<file path="config.mk">
export PLATFORM = sky130hd
export DESIGN_NAME = tmp_code_acc_flat
export DESIGN_NICKNAME = d
export VERILOG_FILES = /design/src/rtl/tmp_code_acc_if.sv /design/src/rtl/tmp_code_acc.sv /design/src/flat_wrapper.sv
export SDC_FILE = /design/constraint.sdc
export NUM_CORES = 1
export LEC_CHECK = 0
export ABC_AREA = 1
export BUFFER_PORTS_ARGS = -buffer_cell sky130_fd_sc_hd__clkbuf_2
export CELL_PAD_IN_SITES_DETAIL_PLACEMENT = 0
export CELL_PAD_IN_SITES_GLOBAL_PLACEMENT = 2
export CORE_UTILIZATION = 36
export DETAILED_ROUTE_END_ITERATION = 8
export PLACE_DENSITY = 0.83
export REMOVE_ABC_BUFFERS = 1
export SYNTH_ARGS = -nofsm -noshare
export SYNTH_HDL_FRONTEND = slang
export SYNTH_SLANG_ARGS = --single-unit
</file>
<file path="constraint.sdc">
create_clock -name clk -period 3.8 [get_ports clk]
set_input_delay 1.14 -clock clk [delete_from_list [all_inputs] [get_ports clk]]
set_output_delay 1.14 -clock clk [all_outputs]
set_load 0.05 [all_outputs]
</file>
<file path="src/rtl/tmp_code_acc_if.sv">
// Handshake bundle between the temperature controller, tmp_code_acc and readout.
// master: controller/readout side; slave: the accumulator.
interface tmp_code_acc_if #(
    parameter int CNT_W = 10
);
    logic                    conv_start;
    logic                    conv_end;
    logic                    snk_evt;
    logic                    src_evt;
    logic                    out_ready;
    logic                    err_clr;
    logic                    out_valid;
    logic signed [CNT_W:0]   out_code;
    logic                    busy;
    logic                    overrun;
    logic                    timeout_err;

    modport master (
        output conv_start, conv_end, snk_evt, src_evt,
        output out_ready, err_clr,
        input  out_valid, out_code, busy, overrun, timeout_err
    );

    modport slave (
        input  conv_start, conv_end, snk_evt, src_evt,
        input  out_ready, err_clr,
        output out_valid, out_code, busy, overrun, timeout_err
    );
endinterface

</file>
<file path="src/rtl/tmp_code_acc.sv">
// Net-charge code accumulator: counts sink/source events per window,
// averages 2**AVG_LOG2 windows and offers the code on a valid/ready port.
// Ports: clk, reset_n (async, active-low), bus (tmp_code_acc_if.slave):
//   in  conv_start/conv_end/snk_evt/src_evt/out_ready/err_clr
//   out out_valid/out_code/busy/overrun/timeout_err
module tmp_code_acc #(
    parameter int CNT_W    = 10,
    parameter int AVG_LOG2 = 2,
    parameter int TIMEOUT  = 1023
) (
    input  logic          clk,
    input  logic          reset_n,
    tmp_code_acc_if.slave bus
);
    localparam int SUM_W = CNT_W + 1 + AVG_LOG2;
    localparam int WIN_W = $clog2(TIMEOUT + 1);
    localparam int NC_W  = (AVG_LOG2 > 0) ? AVG_LOG2 : 1;

    localparam logic [CNT_W-1:0] CNT_MAX  = '1;
    localparam logic [WIN_W-1:0] WIN_LAST = WIN_W'(TIMEOUT);
    localparam logic [NC_W-1:0]  NC_LAST  = NC_W'((1 << AVG_LOG2) - 1);

    typedef enum logic [1:0] {
        S_IDLE,
        S_ACCUM,
        S_REDUCE,
        S_OUTPUT
    } state_t;

    state_t                    state_q, state_d;
    logic [CNT_W-1:0]          snk_q, snk_d;
    logic [CNT_W-1:0]          src_q, src_d;
    logic [WIN_W-1:0]          win_q, win_d;
    logic signed [SUM_W-1:0]   sum_q, sum_d;
    logic [NC_W-1:0]           nconv_q, nconv_d;
    logic signed [CNT_W:0]     out_code_q, out_code_d;
    logic                      out_valid_q, out_valid_d;
    logic                      busy_q, busy_d;
    logic                      ovr_q, ovr_d;
    logic                      to_q, to_d;

    logic                      ovr_set;
    logic                      to_set;
    logic signed [CNT_W:0]     diff;
    logic signed [SUM_W-1:0]   sum_nxt;
    logic signed [SUM_W-1:0]   avg;

    always_comb begin
        state_d    = state_q;
        snk_d      = snk_q;
        src_d      = src_q;
        win_d      = win_q;
        sum_d      = sum_q;
        nconv_d    = nconv_q;
        out_code_d = out_code_q;
        ovr_set    = 1'b0;
        to_set     = 1'b0;

        diff    = $signed({1'b0, snk_q}) - $signed({1'b0, src_q});
        sum_nxt = sum_q + SUM_W'(diff);
        // arithmetic shift: average rounds toward -inf
        avg     = sum_nxt >>> AVG_LOG2;

        unique case (state_q)
            S_IDLE: begin
                if (bus.conv_start) begin
                    state_d = S_ACCUM;
                    snk_d   = '0;
                    src_d   = '0;
                    win_d   = '0;
                end
            end
            S_ACCUM: begin
                win_d = win_q + WIN_W'(1);
                if (bus.snk_evt && snk_q != CNT_MAX)
                    snk_d = snk_q + CNT_W'(1);
                if (bus.src_evt && src_q != CNT_MAX)
                    src_d = src_q + CNT_W'(1);
                // restart beats close; close beats timeout
                if (bus.conv_start) begin
                    snk_d = '0;
                    src_d = '0;
                    win_d = '0;
                end else if (bus.conv_end) begin
                    state_d = S_REDUCE;
                end else if (win_q == WIN_LAST) begin
                    to_set  = 1'b1;
                    state_d = S_IDLE;
                end
            end
            S_REDUCE: begin
                if (nconv_q == NC_LAST) begin
                    out_code_d = avg[CNT_W:0];
                    sum_d      = '0;
                    nconv_d    = '0;
                    state_d    = S_OUTPUT;
                end else begin
                    sum_d   = sum_nxt;
                    nconv_d = nconv_q + NC_W'(1);
                    state_d = S_IDLE;
                end
            end
            S_OUTPUT: begin
                if (bus.conv_start)
                    ovr_set = 1'b1;
                if (bus.out_ready)
                    state_d = S_IDLE;
            end
            default: state_d = S_IDLE;
        endcase

        // sticky flags: a same-cycle set outranks the clear
        ovr_d       = ovr_set | (ovr_q & ~bus.err_clr);
        to_d        = to_set | (to_q & ~bus.err_clr);
        out_valid_d = (state_d == S_OUTPUT);
        busy_d      = (state_d != S_IDLE);
    end

    always_ff @(posedge clk or negedge reset_n) begin
        if (!reset_n) begin
            state_q     <= S_IDLE;
            snk_q       <= '0;
            src_q       <= '0;
            win_q       <= '0;
            sum_q       <= '0;
            nconv_q     <= '0;
            out_code_q  <= '0;
            out_valid_q <= 1'b0;
            busy_q      <= 1'b0;
            ovr_q       <= 1'b0;
            to_q        <= 1'b0;
        end else begin
            state_q     <= state_d;
            snk_q       <= snk_d;
            src_q       <= src_d;
            win_q       <= win_d;
            sum_q       <= sum_d;
            nconv_q     <= nconv_d;
            out_code_q  <= out_code_d;
            out_valid_q <= out_valid_d;
            busy_q      <= busy_d;
            ovr_q       <= ovr_d;
            to_q        <= to_d;
        end
    end

    assign bus.out_valid   = out_valid_q;
    assign bus.out_code    = out_code_q;
    assign bus.busy        = busy_q;
    assign bus.overrun     = ovr_q;
    assign bus.timeout_err = to_q;
endmodule

</file>
<file path="src/flat_wrapper.sv">
// flat-port wrapper written by rule: the top's interface ports become plain ports
module tmp_code_acc_flat 
#(
    parameter int CNT_W    = 10,
    parameter int AVG_LOG2 = 2,
    parameter int TIMEOUT  = 1023
)
  (clk, reset_n, bus_conv_start, bus_conv_end, bus_snk_evt, bus_src_evt, bus_out_ready, bus_err_clr, bus_out_valid, bus_out_code, bus_busy, bus_overrun, bus_timeout_err);
  tmp_code_acc_if #(.CNT_W(CNT_W)) bus_i ();
  input  logic clk;
  input  logic reset_n;
  input wire logic [$bits(bus_i.conv_start)-1:0] bus_conv_start;
  input wire logic [$bits(bus_i.conv_end)-1:0] bus_conv_end;
  input wire logic [$bits(bus_i.snk_evt)-1:0] bus_snk_evt;
  input wire logic [$bits(bus_i.src_evt)-1:0] bus_src_evt;
  input wire logic [$bits(bus_i.out_ready)-1:0] bus_out_ready;
  input wire logic [$bits(bus_i.err_clr)-1:0] bus_err_clr;
  output wire logic [$bits(bus_i.out_valid)-1:0] bus_out_valid;
  output wire logic [$bits(bus_i.out_code)-1:0] bus_out_code;
  output wire logic [$bits(bus_i.busy)-1:0] bus_busy;
  output wire logic [$bits(bus_i.overrun)-1:0] bus_overrun;
  output wire logic [$bits(bus_i.timeout_err)-1:0] bus_timeout_err;
  assign bus_i.conv_start = bus_conv_start;
  assign bus_i.conv_end = bus_conv_end;
  assign bus_i.snk_evt = bus_snk_evt;
  assign bus_i.src_evt = bus_src_evt;
  assign bus_i.out_ready = bus_out_ready;
  assign bus_i.err_clr = bus_err_clr;
  assign bus_out_valid = bus_i.out_valid;
  assign bus_out_code = bus_i.out_code;
  assign bus_busy = bus_i.busy;
  assign bus_overrun = bus_i.overrun;
  assign bus_timeout_err = bus_i.timeout_err;
  tmp_code_acc #(.CNT_W(CNT_W), .AVG_LOG2(AVG_LOG2), .TIMEOUT(TIMEOUT)) u_core (.clk(clk), .reset_n(reset_n), .bus(bus_i));
endmodule
</file>
Word-level counts from Yosys, hierarchy flattened:

Cells that the tools add are included.

* register bits after elaboration: 62
* bits of input ports: 8
* output and inout bits: 15
* logic and storage cells: 66

* $add $sub $neg: 6
* eq/ne operators: 11
* muxes and demuxes: 24
* bitwise operators: 5
* reduce and logical (&&, ||, !) cells: 9

Operators with widths (count)
* $mux W10: 6
* $pmux W10 S2: 3
* $add A10 B1 Y10 const B: 3
* $ne A10 B10 Y1 const B: 2
* $mux W2: 7
* $add A13 B11 Y13: 1
* $mux W13: 1
* $sub A10 B10 Y11: 1
* $eq A10 B10 Y1 const B: 1
* $eq A2 B2 Y1 const B: 4
* $pmux W2 S4: 1
* $mux W1: 6
* $ne A3 B2 Y1 const B: 2
* $reduce_and A3 Y1: 2
* $reduce_and A2 Y1: 2
* $reduce_bool A2 Y1: 2
* $add A2 B1 Y2 const B: 1
* $and A1 B1 Y1: 2
* $eq A2 B1 Y1 const B: 1
* $logic_and A1 B1 Y1: 2
* $logic_not A2 Y1: 1
* $ne A2 B2 Y1 const B: 1
* $or A1 B1 Y1: 2
* $not A1 Y1: 1

Depth between registers and ports, before layout:

* depth in word-level cells: 6
* mapped depth: 21
* depth with buffers taken out: 21

Worst setup path after synthesis:

OpenSTA, ideal clock, no wires.

* kind: register -> register
* from: reg u_core.src_q[2]
* to: reg u_core.out_code_q[8] (netlist: u_core.bus.out_code[8])
* library setup time: 0.118 ns
* arrival: 2.553 ns
* data required time: 3.682 ns
* slack: 1.130 ns
* stages on the path, launching flop included: 20
* buffers on the path: 0
* period minus slack after synthesis: 2.670 ns
* cells stage by stage: dfrtp_1 inv_1 ha_1 a21oi_1 nand2_1 a21oi_1 nor2_1 nor2_1 xor2_1 inv_1 ha_1 nand2_1 inv_1 nand3_1 o21bai_1 nand2_1 nand2_1 nand2_1 nand3_1 nand2_1

* longest elaborated chain between the ends: 2

Ends and longest elaborated chain
* start, declared: line tmp_code_acc.sv:32 `logic [CNT_W-1:0] src_q, src_d;`
* start signal, assigned: line tmp_code_acc.sv:135 `src_q <= src_d;`
* $sub A10 B10 Y11: line tmp_code_acc.sv:59 `diff = $signed({1'b0, snk_q}) - $signed({1'b0, src_q});`
* $add A13 B11 Y13: line tmp_code_acc.sv:60 `sum_nxt = sum_q + SUM_W'(diff);`
* end signal, assigned: line tmp_code_acc.sv:139 `out_code_q <= out_code_d;`
* end, declared: line tmp_code_acc.sv:36 `logic signed [CNT_W:0] out_code_q, out_code_d;`

Every way passes these cells.
A chain may end at the register's enable or synchronous reset.

Final worst setup path:

* from: reg u_core.src_q[2]
* to: reg u_core.sum_q[10]

* longest elaborated chain between the ends: 3

Ends and longest elaborated chain
* $sub A10 B10 Y11: line tmp_code_acc.sv:59
* $add A13 B11 Y13: line tmp_code_acc.sv:60
* $mux W13: line tmp_code_acc.sv:92 `if (nconv_q == NC_LAST) begin`
* end signal, assigned: line tmp_code_acc.sv:137 `sum_q <= sum_d;`
* end, declared: line tmp_code_acc.sv:34 `logic signed [SUM_W-1:0] sum_q, sum_d;`

Every way passes these cells.

==> reports/metrics.csv <==
metric,value,unit
Ys Warns,0,
Detailed Route WL,9552,um
CTS H-Tree Depth,3,
Max Fclk,337.9,MHz
Synth top area share,38.44,%
PwrDens,711.6,nW/um^2
register area,1551,um^2
initial DRC count,103,
Clock Sinks,62,
Die Height,107.9,um
vias in the first global route,3403,
Syn Inst Count,530,
I/O pins,23,
setup_tns,0,ns
synth unique cells,37,
crit path max fanout,6,
Seq cells post-synth,62,
Post-Syn Area,4036,um^2
max cap viols,0,
Synth-to-Final Area Change,11.84,%
Period minus WS final,2.959,ns
post-CTS sizing,0,
first-pass GRT wire length,16230,um
hold-fix buffers at CTS,0,
share of cells above drive strength 1,9.929,%
"commonest non-fill, non-tap cell in the layout",nand2_1,
area of the multi-input gates,2161,um^2
die width,107.9,um
number of vias per cell,4.888,
maximum clock path buffer count,2,
TritonCTS buffer count,9,
clk_lat worst skew,0.36,ns
Synth area leaders,"dfrtp_1 38%, nand2_1 13%, ha_1 8.4%",
Root Buffer,clkbuf_8,
post-DR wirelength/cell,13.57,um
ANT nets after route,0,
WP data required,4.06,ns
"area leader, netlist",dfrtp_1,
Initial Util,37.07,%
Synth Area per Inst,7.616,um^2
CTS tree,done,
Crit. End Element,flip-flop,
RSZ-0062 raised after global routing,no,
Worst Setup Start Kind,flip-flop,
final hold vios,0,
kind of critical path,reg -> reg,
Least-Margin Pin Slew,0.7793,ns
status,finished clean,
Final nets,597,
"commonest non-fill, non-tap cells in the layout","145 x nand2_1, 70 x inv_1, 62 x dfrtp_1",
final worst-path cycle share,77.87,%
Critical Path AT,3.21,ns
dpl hpwl,7408,um
n_diodes,0,
largest net degree at the start of global routing,31,
DRT Pass-1 Iters,4,
"Reg clk slew, reported paths",0.07,ns
static leakage,0.002271,uW
Slew HR,48.05,%
Die ar.,11640,um^2
DRC Markers,0,
Clock Skew,0.008857,ns
final core utilization,41.46,%
count of final setup violators,0,
worst min path class,reg -> reg,
sequential fraction of the synthesis area,38.44,%
Overflow after GRT,0,
initial antenna violation count,0,
Final Wtd Congestion,0.8251,
peak supply drop,0.3282,mV
Slew Limit Fails,0,
port buffer count,22,
Vias,3441,
number of setup buffers added after CTS,0,
GRT Resource Usage Total,18.50,%
area of the core,10890,um^2
Fillers,1164,
# rows,38,
==> power breakdown <==
group	switching [uW]	internal, uW	leakage [uW]
sequential	111	816	0.000836
combinational	1100	513	0.00133
clock	270	402	0.000109
==> logic make-up after synthesis <==
logic type / synth area share (%)
compound gates: 10.20
xor+xnor: 4.340
fa+ha+maj: 9.361
buf+inv: 8.028
flops: 38.44
simple gates: 29.63
==> metrics by stage <==
step | total power [uW] | hold slack [ns] | instances | cell area [um^2] | worst slack, ns
floorplan | 2184 | 0.4459 | 525 | 3991 | 1.130
global placement | 2566 | 0.4594 | 689 | 4292 | 0.8988
detailed placement | 2574 | 0.4642 | 689 | 4292 | 0.8251
CTS | 3262 | 0.4829 | 704 | 4514 | 0.7930
global route | 3520 | 0.5111 | 704 | 4514 | 0.4138
finish | 3212 | 0.4800 | 704 | 4514 | 0.8410
==> sequential cells by signal (all words and copies together) (netlist names) <==
signal / count
u_core.state_q: 2
u_core.src_q: 10
u_core.bus.timeout_err: 1
u_core.snk_q: 10
u_core.bus.out_code: 11
u_core.bus.overrun: 1
u_core.win_q: 10
u_core.bus.busy: 1
u_core.sum_q: 13
u_core.nconv_q: 2
u_core.bus.out_valid: 1
==> synthesized netlist by cell type (all sizes together) <==
cell type and number:
nor2 45, a22o 2, o22ai 3, o32ai 1
o21bai 6, a211oi 1, clkbuf 1, o21a 1
xnor2 5, a31o 1, fa 2, a21o 3
inv 73, nor3 12, dfrtp 62, nand3b 4
nand2 150, xor2 15, nand3 44, and2 1
buf 4, nand4 12, ha 27, a21oi 19
clkinv 1, o21ai 34, a31oi 1
==> final timing paths <==
check	slack [ns]	from	to	depth (start not counted)
setup reg to reg	0.84	u_core.src_q[2]	u_core.sum_q[10]	19
max in group asynchronous	2.13	reset_n	u_core.bus.out_code[6]	2
setup / recovery	0.84	u_core.src_q[2]	u_core.sum_q[10]	19
hold / removal	0.48	u_core.bus.out_code[9]	u_core.bus.out_code[9]	2
hold reg to reg	0.48	u_core.bus.out_code[9]	u_core.bus.out_code[9]	2
min in group asynchronous	0.85	reset_n	u_core.bus.out_code[9]	1
==> critical path: stages (launching register included) <==
cell and delay [ns]:
dfrtp_1 0.37, inv_1 0.08, ha_1 0.38, a21oi_1 0.19
nand2_1 0.10, a21oi_1 0.21, nor2_1 0.06, nor2_1 0.11
xor2_1 0.16, inv_1 0.06, ha_1 0.34, nand2_1 0.07
inv_1 0.06, nand3_1 0.09, o21bai_1 0.22, nand2_1 0.10
nand2_1 0.07, nand2_1 0.06, nand3_1 0.06, nand2_1 0.05
==> metal layers <==
layer	global-route usage, %	vias up	share of wire [%]	wire, um
met5	0	-	0	0
met4	9.198	0	2.1	204
met3	3.935	13	3.0	289
met2	30.49	40	47	4489
met1	22.74	1610	48	4569
li1	-	1778	-	-
==> area by class of cell <==
class / count / share of cell area (%)
timing repair buffer: 24 / 2.772
clock buffer: 12 / 3.437
clock inverter: 3 / 1.497
multi-input combinational: 389 / 47.87
inverter: 74 / 6.181
sequential: 62 / 34.37
tap: 140 / 3.880
No activity file was read; power rests on OpenSTA's default activity.
